### src/rtl/dsp_pkg.sv
// APU DSP timebase shared definitions: rate period table and sample framing.
// Latency: n/a (constants, types and a pure helper function only).
// Backpressure: n/a.
package dsp_pkg;

    localparam int SAMPLE_PHASES = 64;

    // Period multiplier selector; M_NONE marks the "never fires" rate.
    typedef enum logic [1:0] {
        M_NONE = 2'd0,
        M_1    = 2'd1,
        M_3    = 2'd2,
        M_5    = 2'd3
    } m_sel_t;

    // Rate period = m * 2^k samples.
    typedef struct packed {
        m_sel_t     m_sel;
        logic [3:0] k;
    } rate_period_t;

    localparam rate_period_t RATE_TABLE [0:31] = '{
        '{M_NONE, 4'd0},
        '{M_1, 4'd11}, '{M_3, 4'd9}, '{M_5, 4'd8},
        '{M_1, 4'd10}, '{M_3, 4'd8}, '{M_5, 4'd7},
        '{M_1, 4'd9},  '{M_3, 4'd7}, '{M_5, 4'd6},
        '{M_1, 4'd8},  '{M_3, 4'd6}, '{M_5, 4'd5},
        '{M_1, 4'd7},  '{M_3, 4'd5}, '{M_5, 4'd4},
        '{M_1, 4'd6},  '{M_3, 4'd4}, '{M_5, 4'd3},
        '{M_1, 4'd5},  '{M_3, 4'd3}, '{M_5, 4'd2},
        '{M_1, 4'd4},  '{M_3, 4'd2}, '{M_5, 4'd1},
        '{M_1, 4'd3},  '{M_3, 4'd1}, '{M_5, 4'd0},
        '{M_1, 4'd2},  '{M_3, 4'd0}, '{M_1, 4'd1},
        '{M_1, 4'd0}
    };

    // Mask selecting the low k bits of a binary counter (k = 0 gives an empty mask).
    function automatic logic [10:0] low_mask(input logic [3:0] k);
        logic [11:0] one_hot;
        one_hot  = 12'd1 << k;
        low_mask = 11'(one_hot - 12'd1);
    endfunction

endpackage

### src/rtl/dsp_sample_clock_if.sv
// Sample-clock bundle: cpu_en/rate_id in, sample strobe, step index and rate hit out.
// Latency: n/a (signal grouping only).
// Backpressure: none; cpu_en is a free-running enable, not a handshake.
interface dsp_sample_clock_if;
    logic       cpu_en;     // APU clock enable
    logic [4:0] rate_id;    // rate to poll this cycle
    logic       exe_32khz;  // high while phase == 63
    logic [4:0] step;       // voice pipeline step, phase[5:1]
    logic       step_odd;   // phase[0]
    logic       rate_hit;   // selected rate fires on the tick ending this period

    modport master (
        output cpu_en, rate_id,
        input  exe_32khz, step, step_odd, rate_hit
    );

    modport slave (
        input  cpu_en, rate_id,
        output exe_32khz, step, step_odd, rate_hit
    );
endinterface

### src/rtl/dsp_rate_poll.sv
// Rate decode: does the selected rate fire on the current sample, given shared counters.
// Latency: purely combinational.
// Backpressure: none.
// Ports: rate_id in; cnt1/pre3/cnt3/pre5/cnt5 shared counter state in; rate_hit out.
module dsp_rate_poll
    import dsp_pkg::*;
(
    input  logic [4:0]  rate_id,
    input  logic [10:0] cnt1,
    input  logic [1:0]  pre3,
    input  logic [8:0]  cnt3,
    input  logic [2:0]  pre5,
    input  logic [7:0]  cnt5,
    output logic        rate_hit
);

    rate_period_t sel;
    logic [10:0]  mask;

    // Period m*2^k fires when the m-prescaler sits at zero and the low k bits
    // of the matching binary counter are zero.
    always_comb begin
        sel      = RATE_TABLE[rate_id];
        mask     = low_mask(sel.k);
        rate_hit = 1'b0;
        case (sel.m_sel)
            M_1:     rate_hit = ((cnt1 & mask) == 11'd0);
            M_3:     rate_hit = (pre3 == 2'd0) && ((cnt3 & mask[8:0]) == 9'd0);
            M_5:     rate_hit = (pre5 == 3'd0) && ((cnt5 & mask[7:0]) == 8'd0);
            default: rate_hit = 1'b0;
        endcase
    end

endmodule

### src/rtl/dsp_sample_clock.sv
// APU DSP timebase: 64-enable sample period, 32 kHz strobe, step index, shared rate counters.
// Latency: state updates on the clk edge with cpu_en=1; rate_hit is combinational from state.
// Backpressure: none; cpu_en=0 freezes everything, exe_32khz must be qualified with cpu_en.
// Ports: clk, reset (sync, active-high); dsp (slave): cpu_en, rate_id in;
//        exe_32khz, step, step_odd, rate_hit out.
module dsp_sample_clock
    import dsp_pkg::*;
#(
    parameter int PERIOD_EN = SAMPLE_PHASES  // only 64 is supported: step = phase/2
) (
    input  logic                clk,
    input  logic                reset,
    dsp_sample_clock_if.slave   dsp
);

    localparam logic [5:0] LAST_PHASE = 6'(PERIOD_EN - 1);

    logic [5:0]  phase;
    logic [10:0] cnt1;
    logic [1:0]  pre3;
    logic [8:0]  cnt3;
    logic [2:0]  pre5;
    logic [7:0]  cnt5;
    logic        tick;

    assign tick = dsp.cpu_en && (phase == LAST_PHASE);

    always_ff @(posedge clk) begin
        if (reset) begin
            phase <= 6'd0;
            cnt1  <= 11'd0;
            pre3  <= 2'd0;
            cnt3  <= 9'd0;
            pre5  <= 3'd0;
            cnt5  <= 8'd0;
        end else if (dsp.cpu_en) begin
            phase <= phase + 6'd1;   // natural 63 -> 0 wrap
            // Rate counters advance on the same edge that consumes the tick, so
            // rate_hit seen alongside the tick reflects the pre-update state.
            if (tick) begin
                cnt1 <= cnt1 + 11'd1;
                if (pre3 == 2'd2) begin
                    pre3 <= 2'd0;
                    cnt3 <= cnt3 + 9'd1;
                end else begin
                    pre3 <= pre3 + 2'd1;
                end
                if (pre5 == 3'd4) begin
                    pre5 <= 3'd0;
                    cnt5 <= cnt5 + 8'd1;
                end else begin
                    pre5 <= pre5 + 3'd1;
                end
            end
        end
    end

    assign dsp.exe_32khz = (phase == LAST_PHASE);
    assign dsp.step      = phase[5:1];
    assign dsp.step_odd  = phase[0];

    dsp_rate_poll u_rate_poll (
        .rate_id  (dsp.rate_id),
        .cnt1     (cnt1),
        .pre3     (pre3),
        .cnt3     (cnt3),
        .pre5     (pre5),
        .cnt5     (cnt5),
        .rate_hit (dsp.rate_hit)
    );

endmodule

### src/flat_wrapper.sv
// flat-port wrapper written by rule: the top's interface ports become plain ports
module dsp_sample_clock_flat import dsp_pkg::*;
#(
    parameter int PERIOD_EN = SAMPLE_PHASES                                         
)
  (clk, reset, dsp_cpu_en, dsp_rate_id, dsp_exe_32khz, dsp_step, dsp_step_odd, dsp_rate_hit);
  dsp_sample_clock_if dsp_i ();
  input  logic clk;
  input  logic reset;
  input wire logic [$bits(dsp_i.cpu_en)-1:0] dsp_cpu_en;
  input wire logic [$bits(dsp_i.rate_id)-1:0] dsp_rate_id;
  output wire logic [$bits(dsp_i.exe_32khz)-1:0] dsp_exe_32khz;
  output wire logic [$bits(dsp_i.step)-1:0] dsp_step;
  output wire logic [$bits(dsp_i.step_odd)-1:0] dsp_step_odd;
  output wire logic [$bits(dsp_i.rate_hit)-1:0] dsp_rate_hit;
  assign dsp_i.cpu_en = dsp_cpu_en;
  assign dsp_i.rate_id = dsp_rate_id;
  assign dsp_exe_32khz = dsp_i.exe_32khz;
  assign dsp_step = dsp_i.step;
  assign dsp_step_odd = dsp_i.step_odd;
  assign dsp_rate_hit = dsp_i.rate_hit;
  dsp_sample_clock #(.PERIOD_EN(PERIOD_EN)) u_core (.clk(clk), .reset(reset), .dsp(dsp_i));
endmodule
### config.mk
export PLATFORM = sky130hd
export DESIGN_NAME = dsp_sample_clock_flat
export DESIGN_NICKNAME = d
export VERILOG_FILES = /design/src/rtl/dsp_pkg.sv /design/src/rtl/dsp_sample_clock_if.sv /design/src/rtl/dsp_rate_poll.sv /design/src/rtl/dsp_sample_clock.sv /design/src/flat_wrapper.sv
export SDC_FILE = /design/constraint.sdc
export NUM_CORES = 1
export LEC_CHECK = 0
export ABC_AREA = 1
export BUFFER_PORTS_ARGS = -buffer_cell sky130_fd_sc_hd__buf_2
export CORE_MARGIN = 5
export CORE_UTILIZATION = 30
export DETAILED_ROUTE_END_ITERATION = 8
export GPL_ROUTABILITY_DRIVEN = 0
export GPL_TIMING_DRIVEN = 0
export SYNTH_ARGS = -nofsm -noshare
export SYNTH_HDL_FRONTEND = slang
export SYNTH_SLANG_ARGS = --single-unit
export TNS_END_PERCENT = 50
### constraint.sdc
create_clock -name clk -period 6.8 [get_ports clk]
set_clock_uncertainty 0.1 [all_clocks]
set_input_delay 1.36 -clock clk [delete_from_list [all_inputs] [get_ports clk]]
set_output_delay 1.36 -clock clk [all_outputs]
set_load 0.01 [all_outputs]
### After elaboration in Yosys (flattened, before gate mapping)

Memory sizes are Yosys's and may differ from the RTL's.
Cells that the tools add are included.
W data, S select, Z words.

* input port bits: 8
* ROM bits: 192
* register bits: 39
* memories kept: 1
* output and inout port bits: 8
* word-level logic and storage cells: 42

Memory list
* (name not given): depth 32, width 6, read ports 1, clocked after memory_dff 0, wr ports 0, RTL line dsp_rate_poll.sv:23 `sel = RATE_TABLE[rate_id];`

* equality and inequality tests: 6
* $lt $le $gt $ge: 1
* add/subtract/negate cells: 7
* shift operators: 1
* reduce and logical (&&, ||, !) cells: 11
* multiplexer cells: 5
* bitwise gates (word level): 4

Operators with widths (number)
* $mux W6: 2
* $add A11 B1 Y11 const B: 1
* $and A11 B11 Y11: 1
* $logic_not A11 Y1: 1
* $shl A1 B4 Y11 const A: 1
* $sub A11 B1 Y11 const B: 1
* $add A9 B1 Y9 const B: 1
* $and A9 B9 Y9: 1
* $logic_not A9 Y1: 1
* $add A8 B1 Y8 const B: 1
* $and A8 B8 Y8: 1
* $logic_not A8 Y1: 1
* $add A6 B1 Y6 const B: 1
* $eq A2 B2 Y1 const B: 3
* $eq A6 B6 Y1 const B: 1
* $ge A6 B6 Y1 const B: 1
* $not A5 Y6: 1
* $reduce_and A3 Y1: 2
* $add A3 B1 Y3 const B: 1
* $eq A3 B3 Y1 const B: 1
* $logic_and A1 B1 Y1: 3
* $logic_not A3 Y1: 1
* $mux W3: 1
* $pmux W1 S3: 1
* other kinds (5): 5

### Depth between registers and ports, before layout

Gate-level depths: netlist (run 1).

* word-level depth: 10
* gate-level depth with buffers: 22
* depth with buffers taken out: 22

### Modules after synthesis

From an unflattened synthesis (run 1), not the netlist that was laid out.

* cells, all modules: 540
* area total of the unflattened synthesis: 3249.4 um^2

By module, submodules not included
* dsp_sample_clock: times used 1, sequential area each 780.7 um^2, cells an instance 306, area an instance 2028.2 um^2
* dsp_rate_poll: times used 1, sequential area each 0.0 um^2, cells an instance 234, area an instance 1221.2 um^2

### Least setup slack after synthesis (run 1)

Ideal clock, no wire load.

* path type: input port to output port
* start: input port dsp_rate_id[0]
* end: output port dsp_rate_hit
* cell stages on the path: 20
* path buffers: 0
* data required time: 5340 ps
* setup slack: 1948 ps
* data arrival time: 3392 ps
* cells stage by stage: inv_1 > ha_1 > nand2_1 > a21oi_1 > nor2_1 > nor2_4 > nand3_4 > ha_1 > nor2_1 > nor2_1 > nand4_1 > a21oi_1 > nand2_1 > inv_1 > nand2_1 > nor2_1 > nand4_1 > nand2_1 > nand2_1 > nand2_1

* word-level cells in the longest chain between the ends: 10
* elaborated cells between the ends (all ways): 18
* those cells by class: 1 x add/sub; 3 x eq/ne; 1 x shift; 3 x mux; 4 x bitwise; 5 x reduce/logical; 1 x memory

RTL lines
* from (decl): RTL line flat_wrapper.sv:11 `input wire logic [$bits(dsp_i.rate_id)-1:0] dsp_rate_id;`
* $not A5 Y6 (implied by the code) (*): RTL line dsp_rate_poll.sv:23
* $mem_v2 Z32 W6 (*)
* $mux W6 (implied by the code) (*) (2 in a row): RTL line dsp_rate_poll.sv:23
* $shl A1 B4 Y11: RTL line dsp_pkg.sv:40 `one_hot = 12'd1 << k;`
* $sub A11 B1 Y11: RTL line dsp_pkg.sv:41 `low_mask = 11'(one_hot - 12'd1);`
* $and A9 B9 Y9 / $and A8 B8 Y8 (equally long branches): RTL line dsp_rate_poll.sv:28, dsp_rate_poll.sv:29
* $logic_not A9 Y1 / $logic_not A8 Y1 (equally long branches): RTL line dsp_rate_poll.sv:28, dsp_rate_poll.sv:29
* $logic_and A1 B1 Y1, on equally long branches: RTL line dsp_rate_poll.sv:28, dsp_rate_poll.sv:29
* $pmux W1 S3 (*): RTL line dsp_rate_poll.sv:26 `case (sel.m_sel)`
* to (decl): RTL line flat_wrapper.sv:15 `output wire logic [$bits(dsp_i.rate_hit)-1:0] dsp_rate_hit;`

Mark *: on every way between the ends. The rest lies on a longest branch, timed or not. The select of a mux whose other input is x is not followed.

### Worst setup path in the final report (run 1)

Ends and elaborated chain as after synthesis.

==> results of run 1 <==
power groups by stage:
stage	Clock, W	Sequential (W)	Combinational (W)
after global routing	0.000242	0.000231	0.000140
after floorplan	0	0.000236	0.0000926
after global placement	0	0.000236	0.000121
after detailed placement	0	0.000236	0.000122
final	0.000229	0.000230	0.000123
after CTS	0.000237	0.000230	0.000122
worst paths after layout:
kind	start	to	slack [ns]	cells after the start
worst max-delay path	dsp_rate_id[0]	dsp_rate_hit	1.30	22
worst max register to register	u_core.phase[0]	u_core.cnt3[8]	4.48	13
worst min register to register	u_core.cnt3[8]	u_core.cnt3[8]	0.36	1
worst min-delay path	u_core.cnt3[8]	u_core.cnt3[8]	0.36	1
flip-flops by register name, summed over array words and instances, names as in the netlist:
signal / count
u_core.cnt1: 11
u_core.cnt3: 9
u_core.cnt5: 8
u_core.phase: 6
u_core.pre3: 2
u_core.pre5: 3
logic make-up after synthesis:
logic type                 after synthesis  share of synthesized area
DFF                                     39                      0.273
adders and majority gates               15                     0.0657
buffers and inverters                   77                      0.108
and+or+nand+nor                        263                      0.434
AOI/OAI and AO/OA                       64                      0.119
cell type report:
| cell class | count | area, um^2 | area share |
|---|---|---|---|
| flip-flops and latches | 39 | 781 | 0.243 |
| repair buffers | 14 | 70.1 | 0.0218 |
| clock inverters | 2 | 60.1 | 0.0187 |
| plain buffers | 9 | 51.3 | 0.0159 |
| well taps | 129 | 161 | 0.0501 |
| clock buffers | 6 | 72.6 | 0.0225 |
| inverters | 68 | 256 | 0.0797 |
| multi-input cells | 342 | 1770 | 0.549 |
Yosys cell counts (all sizes together):
library cell	count	share of area
nand2	110	0.15
nand3	71	0.14
inv	65	0.085
nor2	51	0.073
dfxtp	39	0.27
a21oi	33	0.058
o21ai	24	0.042
ha	15	0.066
nor3	13	0.025
nand4	8	0.018
buf	5	0.013
clkbuf	4	0.0053
and3	3	0.0066
clkinv	3	0.0044
o211ai	3	0.0079
a211oi	2	0.0053
nor3b	2	0.0053
nor4	2	0.0066
a31oi	1	0.0022
and2	1	0.0022
nand3b	1	0.0026
o21ba	1	0.0035
or2	1	0.0022
metal layers:
metal / global-route usage / vias up / share of wire
met5: 0 / - / 0
met4: 0.0307 / 0 / 0.011
met3: 0.0204 / 8 / 0.042
met2: 0.208 / 60 / 0.45
met1: 0.162 / 1313 / 0.50
li1: - / 1539 / -
placed cells by master (no fill, tap or decap), types with 2 or more instances in the layout:
master and count:
a211oi_1 2, a21oi_1 33, and3_1 3, buf_2 16
buf_4 2, bufinv_16 2, clkbuf_1 5, clkbuf_8 5
clkinv_1 2, dfxtp_1 39, ha_1 15, inv_1 57
inv_2 8, nand2_1 102, nand2_2 7, nand3_1 65
nand3_2 4, nand3_4 2, nand4_1 8, nor2_1 46
nor2_2 4, nor3_1 12, nor3b_1 2, o211ai_1 3
o21ai_0 21, o21ai_1 3
per-stage QoR:
step	cell area [um^2]	hold slack, ns	util	setup slack [ns]
after global placement	3090	0.343	0.334	1.28
after CTS	3220	0.360	0.348	1.25
final	3220	0.356	0.348	1.30
after floorplan	2860	0.327	-	1.95
after detailed placement	3090	0.347	0.334	1.27
after global routing	3220	0.381	0.348	0.992
worst max-delay path: cells and delay by family:
kind / cells / cell delay, ns
buffers and inverters: 4 / 0.47
adders and majority gates: 2 / 0.61
and+or+nand+nor: 14 / 1.28
AOI/OAI and AO/OA: 2 / 0.30
==> results by group, run 1 <==
Place
  • I/O Buffers: 14
  • DP HPWL: 5.35 mm
  • Placed cell count: 601

Outcome
  • Status: completed

Pwr
  • Logic pwr share: 0.211
  • Worst vdd ir: 0.103 mV
  • Design Power: 0.000582 W
  • Internal Power: 0.000416 W
  • Clk pwr share: 0.394
  • Net Sw Power: 0.000167 W
  • Pwr dens: 181 nW/um^2
  • Reg power frac: 0.396
  • Sw Share: 0.286
  • Static Leak: 1.46 nW

Synthesis
  • Gate Count Post-Synth: 458
  • Seq cells post-synth: 39
  • Cell variety after synth: 36
  • Sequential area share after synthesis: 0.273
  • Synth Net Count: 481
  • Yosys warnings: 0
  • Avg Inst Size Synth: 6.23 um^2
  • Syn Std Cell Area: 2860 um^2

Floorplanning
  • FP Rows: 35
  • Top Ports: 16
  • Initial Util: 0.309
  • Die Ht: 108 um
  • Die width: 108 um
  • Full die area: 11,600 um^2
  • Core Box Area: 9240 um^2

CTS
  • CTS buffer count: 5
  • TritonCTS clock tree: done
  • CTS Buffer Depth: 2
  • CTS Root Cell: clkbuf_8
  • Post-CTS sizing: 0
  • Skew-Pair Late Insertion Delay: 0.29 ns
  • Hold buffer count at CTS: 0
  • Clock transition at the registers of the reported paths: 0.08 ns
  • Post-CTS setup buffer count: 0
  • H-tree Lvls: 2
  • Clock sink count: 39

Timing
  • Final setup fails: 0
  • Max frequency: 182 MHz
  • Slew Viols, Final: 0
  • Final period utilization: 0.809
  • RSZ-0062 raised after global routing: false
  • Post-Route Setup TNS: 0 ns
  • Slew margin rel.: 0.598
  • Worst slew pin tran: 0.603 ns
  • Final hold violations: 0
  • Fin crit period: 5.50 ns

GRT
  • GRT Resource Usage Total: 0.123
  • Grt ovf: 0
  • First-pass GRT wire length: 11.9 mm
  • Vias in the first global route: 2,801
  • Pin count of the biggest net entering global routing: 13
  • Number of antenna violations at the first check in global routing: 0

Critical path
  • Crit-path cells: buf_2 > inv_1 > ha_1 > nand2_1 > a21oi_1 > nor2_1 > nor2_4 > nand3_4 > ha_1 > nor2_1 > nor2_1 > nand4_1 > a21oi_1 > nand2_1 > inv_1 > nand2_1 > nor2_1 > nand4_1 > nand2_1 > nand2_1 > nand2_1 > buf_2
  • Critical path fanouts, max: 8
  • Max incr delay on CP: 0.38 ns
  • Startpoint types: primary input
  • Worst EP arrival: 4.04 ns
  • Worst Path Required: 5.34 ns
  • Slowest-stage cell, CP: ha_1
  • Crit Path Class: primary input to output pin
  • Worst path most repeated cell: nand2_1
  • CP Capture Type: output pin

Hold path
  • Worst min path class: flip-flop to flip-flop

Final layout
  • Filler cell count: 1,023
  • Fin cells: 609
  • Share of layout cells above drive strength 1: 0.121
  • Antenna fix cells: 0
  • Area delta synth->final: 12.8%
  • Final layout net count: 502

Detailed routing
  • Vias per inst: 4.79
  • Via count: 2,920
  • Number of routed nets with antenna violations: 0
  • Drt total wl: 6.77 mm
  • Wire per inst: 11.1 um
  • First-pass DRT Iterations: 5
  • Starting DRT DRC Count: 153
  • Drt drc: 0

Run
  • Max cap viols: 0
Power figures use the tool's default switching activity.
==> run 2: changes to the inputs <==
- ABC_AREA: 1 -> 0
- clock period: 6.8 -> 5.8 ns (I/O delays scaled with it)
==> results by group, run 2 <==
Floorplanning
  • FP Rows: 35 (unchanged)
  • Die width: 108 um (about the same)
  • Top Ports: 16 (unchanged)
  • Full die area: 11,600 um^2 (about the same)
  • Core Box Area: 9240 um^2 (unchanged)
  • Initial Util: 0.309 (about the same)
  • Die Ht: 108 um (about the same)

Final layout
  • Final layout net count: 415 (was 502)
  • Commonest non-fill, non-tap cells in the layout: 41 x nor2_1, 39 x dfxtp_1, 37 x nand2_1 (was 102 x nand2_1, 65 x nand3_1, 57 x inv_1)
  • Antenna fix cells: 0 (unchanged)
  • Most flops, register: u_core.cnt1 (unchanged)
  • Filler cell count: 983 (was 1,023)
  • Area delta synth->final: 14.8% (was 12.8%)
  • Top Registers: u_core.cnt1 (11), u_core.cnt3 (9), u_core.cnt5 (8) (unchanged)
  • Share of layout cells above drive strength 1: 0.122 (was 0.121)
  • Largest register FFs: 11 (unchanged)
  • Most common cell after layout, fill and taps aside: nor2_1 (was nand2_1)
  • Fin cells: 522 (was 609)

Synthesis
  • Yosys warnings: 0 (unchanged)
  • Asr flop ratio synth: 0 (unchanged)
  • Post-Synth Adder-Cell Area: 0.0658 (was 0.0657)
  • Portion of netlist area occupied by mux cells: 0.0263 (was 0)
  • Post-synth top cells: 41 x nor2_1, 39 x dfxtp_1, 37 x nand2_1, 18 x nand3_1, 17 x xor2_1 (was 102 x nand2_1, 65 x nand3_1, 57 x inv_1, 46 x nor2_1, 39 x dfxtp_1)
  • Ys flop type: dfxtp_1 (unchanged)
  • Avg Inst Size Synth: 7.77 um^2 (was 6.23 um^2)
  • Synth Net Count: 390 (was 481)
  • Syn Std Cell Area: 2850 um^2 (was 2860 um^2)
  • Cell variety after synth: 58 (was 36)
  • Compound-cell area share of the yosys netlist: 0.215 (was 0.119)
  • Largest family of logic cells by synthesized area: simple AND/OR/NAND/NOR gates (unchanged)
  • Cell taking the most area after synthesis: dfxtp_1 (unchanged)
  • Seq cells post-synth: 39 (unchanged)
  • Gate Count Post-Synth: 367 (was 458)
  • Sequential area share after synthesis: 0.274 (was 0.273)
  • XOR/XNOR Fraction of Synth Area: 0.0829 (was 0)
  • Synth area leaders: dfxtp_1 27%, ha_1 6.6%, nor2_1 5.4% (was dfxtp_1 27%, nand2_1 13%, nand3_1 11%)
  • Cell with the most instances after synthesis: nor2_1 (was nand2_1)
  • Post-Synth Simple-Gate Area: 0.289 (was 0.434)
  • Post-synth EDFFs: 0 (unchanged)
  • Area share of the largest cell type after synthesis: 0.274 (was 0.273)

GRT
  • Number of antenna violations at the first check in global routing: 0 (unchanged)
  • Grt ovf: 0 (unchanged)
  • Pin count of the biggest net entering global routing: 14 (was 13)
  • First-pass GRT wire length: 11.8 mm (was 11.9 mm)
  • Vias in the first global route: 2,482 (was 2,801)
  • GRT Resource Usage Total: 0.123 (about the same)

Place
  • I/O Buffers: 12 (was 14)
  • DP HPWL: 5.24 mm (was 5.35 mm)
  • DP Worst Slack: -0.212 ns (was 1.27 ns)
  • Placed cell count: 508 (was 601)

Hold path
  • Worst min path class: flip-flop to flip-flop (unchanged)

Critical path
  • Crit path capture: dsp_rate_hit (unchanged)
  • Max incr delay on CP: 0.50 ns (was 0.38 ns)
  • Crit-path cells: buf_6 > clkinvlp_4 > buf_4 > ha_1 > buf_4 > or4bb_1 > o311a_1 > and3_1 > o31ai_2 > xor2_1 > and2_1 > a2111oi_0 > nand4_1 > o211ai_1 > buf_2 (was buf_2 > inv_1 > ha_1 > nand2_1 > a21oi_1 > nor2_1 > nor2_4 > nand3_4 > ha_1 > nor2_1 > nor2_1 > nand4_1 > a21oi_1 > nand2_1 > inv_1 > nand2_1 > nor2_1 > nand4_1 > nand2_1 > nand2_1 > nand2_1 > buf_2)
  • Worst path most repeated cell: buf_4 (was nand2_1)
  • R2r setup slk: 3.04 ns (was 4.48 ns)
  • R2r startpoint: u_core.phase[0] (unchanged)
  • Reg-to-reg endpoint: u_core.cnt5[7] (was u_core.cnt3[8])
  • Worst Path Required: 4.54 ns (was 5.34 ns)
  • R2R depth: 12 (was 13)
  • Worst EP arrival: 4.36 ns (was 4.04 ns)
  • Critical path fanouts, max: 9 (was 8)
  • CP Capture Type: output pin (unchanged)
  • CP Launch Point: dsp_rate_id[0] (unchanged)
  • Crit Path Class: primary input to output pin (unchanged)
  • Startpoint types: primary input (unchanged)
  • Slowest-stage cell, CP: or4bb_1 (was ha_1)

CTS
  • Hold buffer count at CTS: 0 (unchanged)
  • CTS Buffer Depth: 2 (unchanged)
  • Clock sink count: 39 (unchanged)
  • CTS buffer count: 5 (unchanged)
  • TritonCTS clock tree: done (unchanged)
  • H-tree Lvls: 2 (unchanged)
  • CTS Root Cell: clkbuf_8 (unchanged)
  • Clock transition at the registers of the reported paths: 0.08 ns (about the same)
  • Skew-Pair Late Insertion Delay: 0.29 ns (about the same)

Timing
  • Final period utilization: 0.969
  • Slew Viols, Final: 0 (unchanged)
  • Worst slew pin tran: 0.598 ns (was 0.603 ns)
  • Final setup fails: 0 (unchanged)
  • RSZ-0062 raised after global routing: false (unchanged)
  • Fin crit period: 5.62 ns
  • Max frequency: 178 MHz
  • Setup WS post-layout: 0.177 ns (was 1.30 ns)
  • Final hold violations: 0 (unchanged)
  • Slew margin rel.: 0.601 (was 0.598)

Detailed routing
  • Drt total wl: 6.97 mm (was 6.77 mm)
  • Via count: 2,738 (was 2,920)
  • First-pass DRT Iterations: 4 (was 5)
  • Number of routed nets with antenna violations: 0 (unchanged)
  • Vias per inst: 5.25 (was 4.79)
  • Starting DRT DRC Count: 194 (was 153)
  • Wire per inst: 13.3 um (was 11.1 um)
  • Drt drc: 0 (unchanged)

Pwr
  • Logic pwr share: 0.251 (was 0.211)
  • Internal Power: 0.000428 W (was 0.000416 W)
  • Worst vdd ir: 0.142 mV (was 0.103 mV)
  • Clk pwr share: 0.313 (was 0.394)
  • Sw Share: 0.310 (was 0.286)
  • Pwr dens: 189 nW/um^2 (was 181 nW/um^2)
  • Net Sw Power: 0.000192 W (was 0.000167 W)
  • Reg power frac: 0.436 (was 0.396)
  • Static Leak: 1.18 nW (was 1.46 nW)

Run
  • Max cap viols: 0 (unchanged)

Outcome
  • Status: completed (unchanged)
[run 2: how the worst min path moves through the flow]
stage	startpoint	endpoint	slack [ns]	cells after the start
2_1_floorplan	u_core.pre5[1]	u_core.pre5[1]	0.35	2
3_3_place_gp	u_core.pre5[1]	u_core.pre5[1]	0.36	2
3_5_place_dp	u_core.pre5[1]	u_core.pre5[1]	0.38	2
4_1_cts	u_core.pre5[1]	u_core.pre5[1]	0.39	2
5_1_grt	u_core.pre5[1]	u_core.pre5[1]	0.41	2
6_report	u_core.pre5[1]	u_core.pre5[1]	0.38	2
[run 2: logic make-up (layout without fill, tap and decap cells)]
family	count (synthesis)	count (layout)
xor+xnor	27	27
mux	6	6
flops	39	39
fa+ha+maj	15	15
buf+inv	30	56
simple gates	162	162
compound gates	88	88
[run 2: timing repair]
action | 4_1_cts | 5_1_grt
endpoints found under the setup margin | 1 | 1
setup buffers | 2 | 4
hold endpoints to repair | 0 | 0
resized for setup | 3 | 11
pin swaps | 1 | 6
[run 2: final cells by class]
cell class / count / area [um^2] / area share
well taps: 129 / 161 / 0.0493
inverters: 12 / 48.8 / 0.0149
clock buffers: 6 / 82.6 / 0.0252
plain buffers: 18 / 91.3 / 0.0279
multi-input cells: 298 / 1980 / 0.605
repair buffers: 18 / 111 / 0.0340
clock inverters: 2 / 16.3 / 0.00497
flip-flops and latches: 39 / 781 / 0.238
[run 2: critical path: cells and delay by family]
family	cells	cell delay [ns]
AOI/OAI and AO/OA	4	0.92
and+or+nand+nor	4	1.12
xor gates and xnor gates	1	0.21
adders and majority gates	1	0.19
buffers and inverters	5	0.76
[run 2: metrics by stage]
step	setup TNS [ns]	utilization	instance area, um^2	hold WS, ns	total power [W]
3_5_place_dp	-0.212	0.333	3070	0.377	0.000419
6_report	0	0.354	3270	0.385	0.000620
2_1_floorplan	0	-	2850	0.353	0.000381
5_1_grt	0	0.354	3270	0.412	0.000653
3_3_place_gp	-0.156	0.333	3070	0.364	0.000418
4_1_cts	0	0.346	3200	0.389	0.000618
[run 2: power by group through the flow]
stage / sequential [W] / combinational [W] / clock (W)
floorplan: 0.000278 / 0.000103 / 0
global placement: 0.000277 / 0.000141 / 0
detailed placement: 0.000277 / 0.000142 / 0
CTS: 0.000271 / 0.000147 / 0.000200
global route: 0.000271 / 0.000170 / 0.000212
finish: 0.000271 / 0.000156 / 0.000194
[run 2: metal layers]
| metal | track usage | vias up | routed length [um] |
|---|---|---|---|
| met4 | 0.0243 | 0 | 47 |
| met3 | 0.0180 | 8 | 258 |
| met1 | 0.178 | 1292 | 3460 |
| met5 | 0 | - | 0 |
| met2 | 0.196 | 53 | 3200 |
| li1 | - | 1385 | - |
==> run 3: changes to the inputs <==
- clock period: 5.8 -> 7.3 ns (I/O delays scaled with it)
==> results by group, run 3 (synthesis results as in run 2) <==
Outcome
  • Status: completed (unchanged)

CTS
  • Post-CTS setup buffer count: 0 (was 2)
  • CTS Root Cell: clkbuf_8 (unchanged)
  • Hold buffer count at CTS: 0 (unchanged)
  • Post-CTS sizing: 0 (was 3)
  • Skew-Pair Late Insertion Delay: 0.29 ns (about the same)
  • TritonCTS clock tree: done (unchanged)
  • Clock sink count: 39 (unchanged)
  • CTS buffer count: 5 (unchanged)
  • Clock transition at the registers of the reported paths: 0.08 ns (about the same)
  • CTS Buffer Depth: 2 (unchanged)
  • H-tree Lvls: 2 (unchanged)

Detailed routing
  • Vias per inst: 5.21 (was 5.25)
  • Number of routed nets with antenna violations: 0 (unchanged)
  • Starting DRT DRC Count: 220 (was 194)
  • Drt total wl: 6.96 mm (was 6.97 mm)
  • Drt drc: 0 (unchanged)
  • Via count: 2,690 (was 2,738)
  • Wire per inst: 13.5 um (was 13.3 um)
  • First-pass DRT Iterations: 4 (unchanged)

Timing
  • Final setup fails: 0 (unchanged)
  • Final hold violations: 0 (unchanged)
  • Slew margin rel.: 0.601 (unchanged)
  • Worst slew pin tran: 0.598 ns (unchanged)
  • Post-Route Setup TNS: 0 ns (unchanged)
  • Fin crit period: 6.56 ns
  • RSZ-0062 raised after global routing: false (unchanged)
  • Max frequency: 152 MHz
  • Slew Viols, Final: 0 (unchanged)
  • Final period utilization: 0.899

Place
  • I/O Buffers: 12 (unchanged)
  • DP HPWL: 5.24 mm (unchanged)
  • Placed cell count: 508 (unchanged)

GRT
  • Grt ovf: 0 (unchanged)
  • First-pass GRT wire length: 11.7 mm (was 11.8 mm)
  • Pin count of the biggest net entering global routing: 14 (unchanged)
  • GRT Resource Usage Total: 0.123 (about the same)
  • Number of antenna violations at the first check in global routing: 0 (unchanged)
  • Vias in the first global route: 2,464 (was 2,482)

Final layout
  • Share of layout cells above drive strength 1: 0.0904 (was 0.122)
  • Footprint of the multi-input gates: 1940 um^2 (was 1980 um^2)
  • Final layout net count: 409 (was 415)
  • Antenna fix cells: 0 (unchanged)
  • Most flops, register: u_core.cnt1 (unchanged)
  • Commonest non-fill, non-tap cells in the layout: 41 x nor2_1, 39 x dfxtp_1, 37 x nand2_1 (unchanged)
  • Top Registers: u_core.cnt1 (11), u_core.cnt3 (9), u_core.cnt5 (8) (unchanged)
  • Sequential Area: 781 um^2 (unchanged)
  • Largest register FFs: 11 (unchanged)
  • Fin cells: 516 (was 522)
  • Most common cell after layout, fill and taps aside: nor2_1 (unchanged)
  • Area delta synth->final: 11.2% (was 14.8%)
  • Filler cell count: 991 (was 983)

Critical path
  • Crit Path Class: primary input to output pin (unchanged)
  • R2r startpoint: u_core.phase[0] (unchanged)
  • CP Capture Type: output pin (unchanged)
  • Reg-to-reg endpoint: u_core.cnt5[7] (unchanged)
  • R2R depth: 12 (unchanged)
  • Startpoint types: primary input (unchanged)
  • Worst Path Required: 5.74 ns (was 4.54 ns)
  • Worst EP arrival: 5.00 ns (was 4.36 ns)
  • R2r setup slk: 4.54 ns (was 3.04 ns)
  • Critical path fanouts, max: 10 (was 9)

Hold path
  • Hold EP: u_core.pre5[1] (unchanged)
  • Hold path depth: 2 (unchanged)
  • Hold Crit Start: u_core.pre5[1] (unchanged)
  • Worst min path class: flip-flop to flip-flop (unchanged)

Pwr
  • Design Power: 0.000483 W (was 0.000620 W)
  • Static Leak: 1.15 nW (was 1.18 nW)
  • Worst vdd ir: 0.113 mV (was 0.142 mV)
  • Pwr dens: 152 nW/um^2 (was 189 nW/um^2)

Floorplanning
  • FP Rows: 35 (unchanged)
  • Top Ports: 16 (unchanged)
  • Core Box Area: 9240 um^2 (unchanged)
  • Die Ht: 108 um (unchanged)
  • Initial Util: 0.309 (unchanged)
  • Die width: 108 um (unchanged)
  • Full die area: 11,600 um^2 (unchanged)

Run
  • Max cap viols: 0 (unchanged)
-- run 3: power breakdown --
| group | internal [W] | total [W] | leakage [nW] | switching, W |
|---|---|---|---|---|
| logic | 0.0000430 | 0.000114 | 0.789 | 0.0000711 |
| registers | 0.000214 | 0.000215 | 0.314 | 0.00000137 |
| clock network | 0.0000771 | 0.000154 | 0.0474 | 0.0000769 |
| total | 0.000334 | 0.000483 | 1.15 | 0.000149 |
-- run 3: per-stage QoR --
stage | worst slack [ns] | cell area (um^2) | utilization | hold slack (ns)
3_5_place_dp | 0.688 | 3070 | 0.333 | 0.377
4_1_cts | 0.673 | 3170 | 0.343 | 0.389
5_1_grt | 0.407 | 3170 | 0.343 | 0.412
6_report | 0.740 | 3170 | 0.343 | 0.385
3_3_place_gp | 0.744 | 3070 | 0.333 | 0.364
2_1_floorplan | 1.52 | 2850 | - | 0.353
-- run 3: area by class of cell --
type	count	share of cell area
multi-input combinational	298	0.610
timing repair buffer	12	0.0189
clock inverter	2	0.00513
tap	129	0.0509
buffer	18	0.0288
clock buffer	6	0.0260
sequential	39	0.246
inverter	12	0.0142
-- run 3: critical path: stages --
cell	delay, ns
buf_2	0.18
inv_1	0.12
ha_1	0.32
or4bb_1	0.52
o311a_1	0.15
and3_4	0.18
buf_6	0.13
o211ai_1	0.22
ha_1	0.36
o31ai_2	0.15
or3_1	0.36
and3_4	0.17
a222oi_1	0.21
nand3_1	0.13
o211ai_1	0.13
buf_2	0.17
-- run 3: how the worst max path moves through the flow --
stage / startpoint / endpoint / slack [ns] / cells past startpoint
floorplan: dsp_rate_id[0] / dsp_rate_hit / 1.52 / 14
detailed placement: dsp_rate_id[0] / dsp_rate_hit / 0.69 / 16
global route: dsp_rate_id[0] / dsp_rate_hit / 0.41 / 16
finish: dsp_rate_id[0] / dsp_rate_hit / 0.74 / 16
CTS: dsp_rate_id[0] / dsp_rate_hit / 0.67 / 16
global placement: dsp_rate_id[0] / dsp_rate_hit / 0.74 / 16
-- run 3: per-layer routing --
| metal | track usage | wire, um | up-vias |
|---|---|---|---|
| met1 | 0.176 | 3400 | 1250 |
| met5 | 0 | 0 | - |
| met3 | 0.0180 | 344 | 2 |
| met2 | 0.196 | 3200 | 65 |
| li1 | - | - | 1373 |
| met4 | 0.0243 | 10 | 0 |
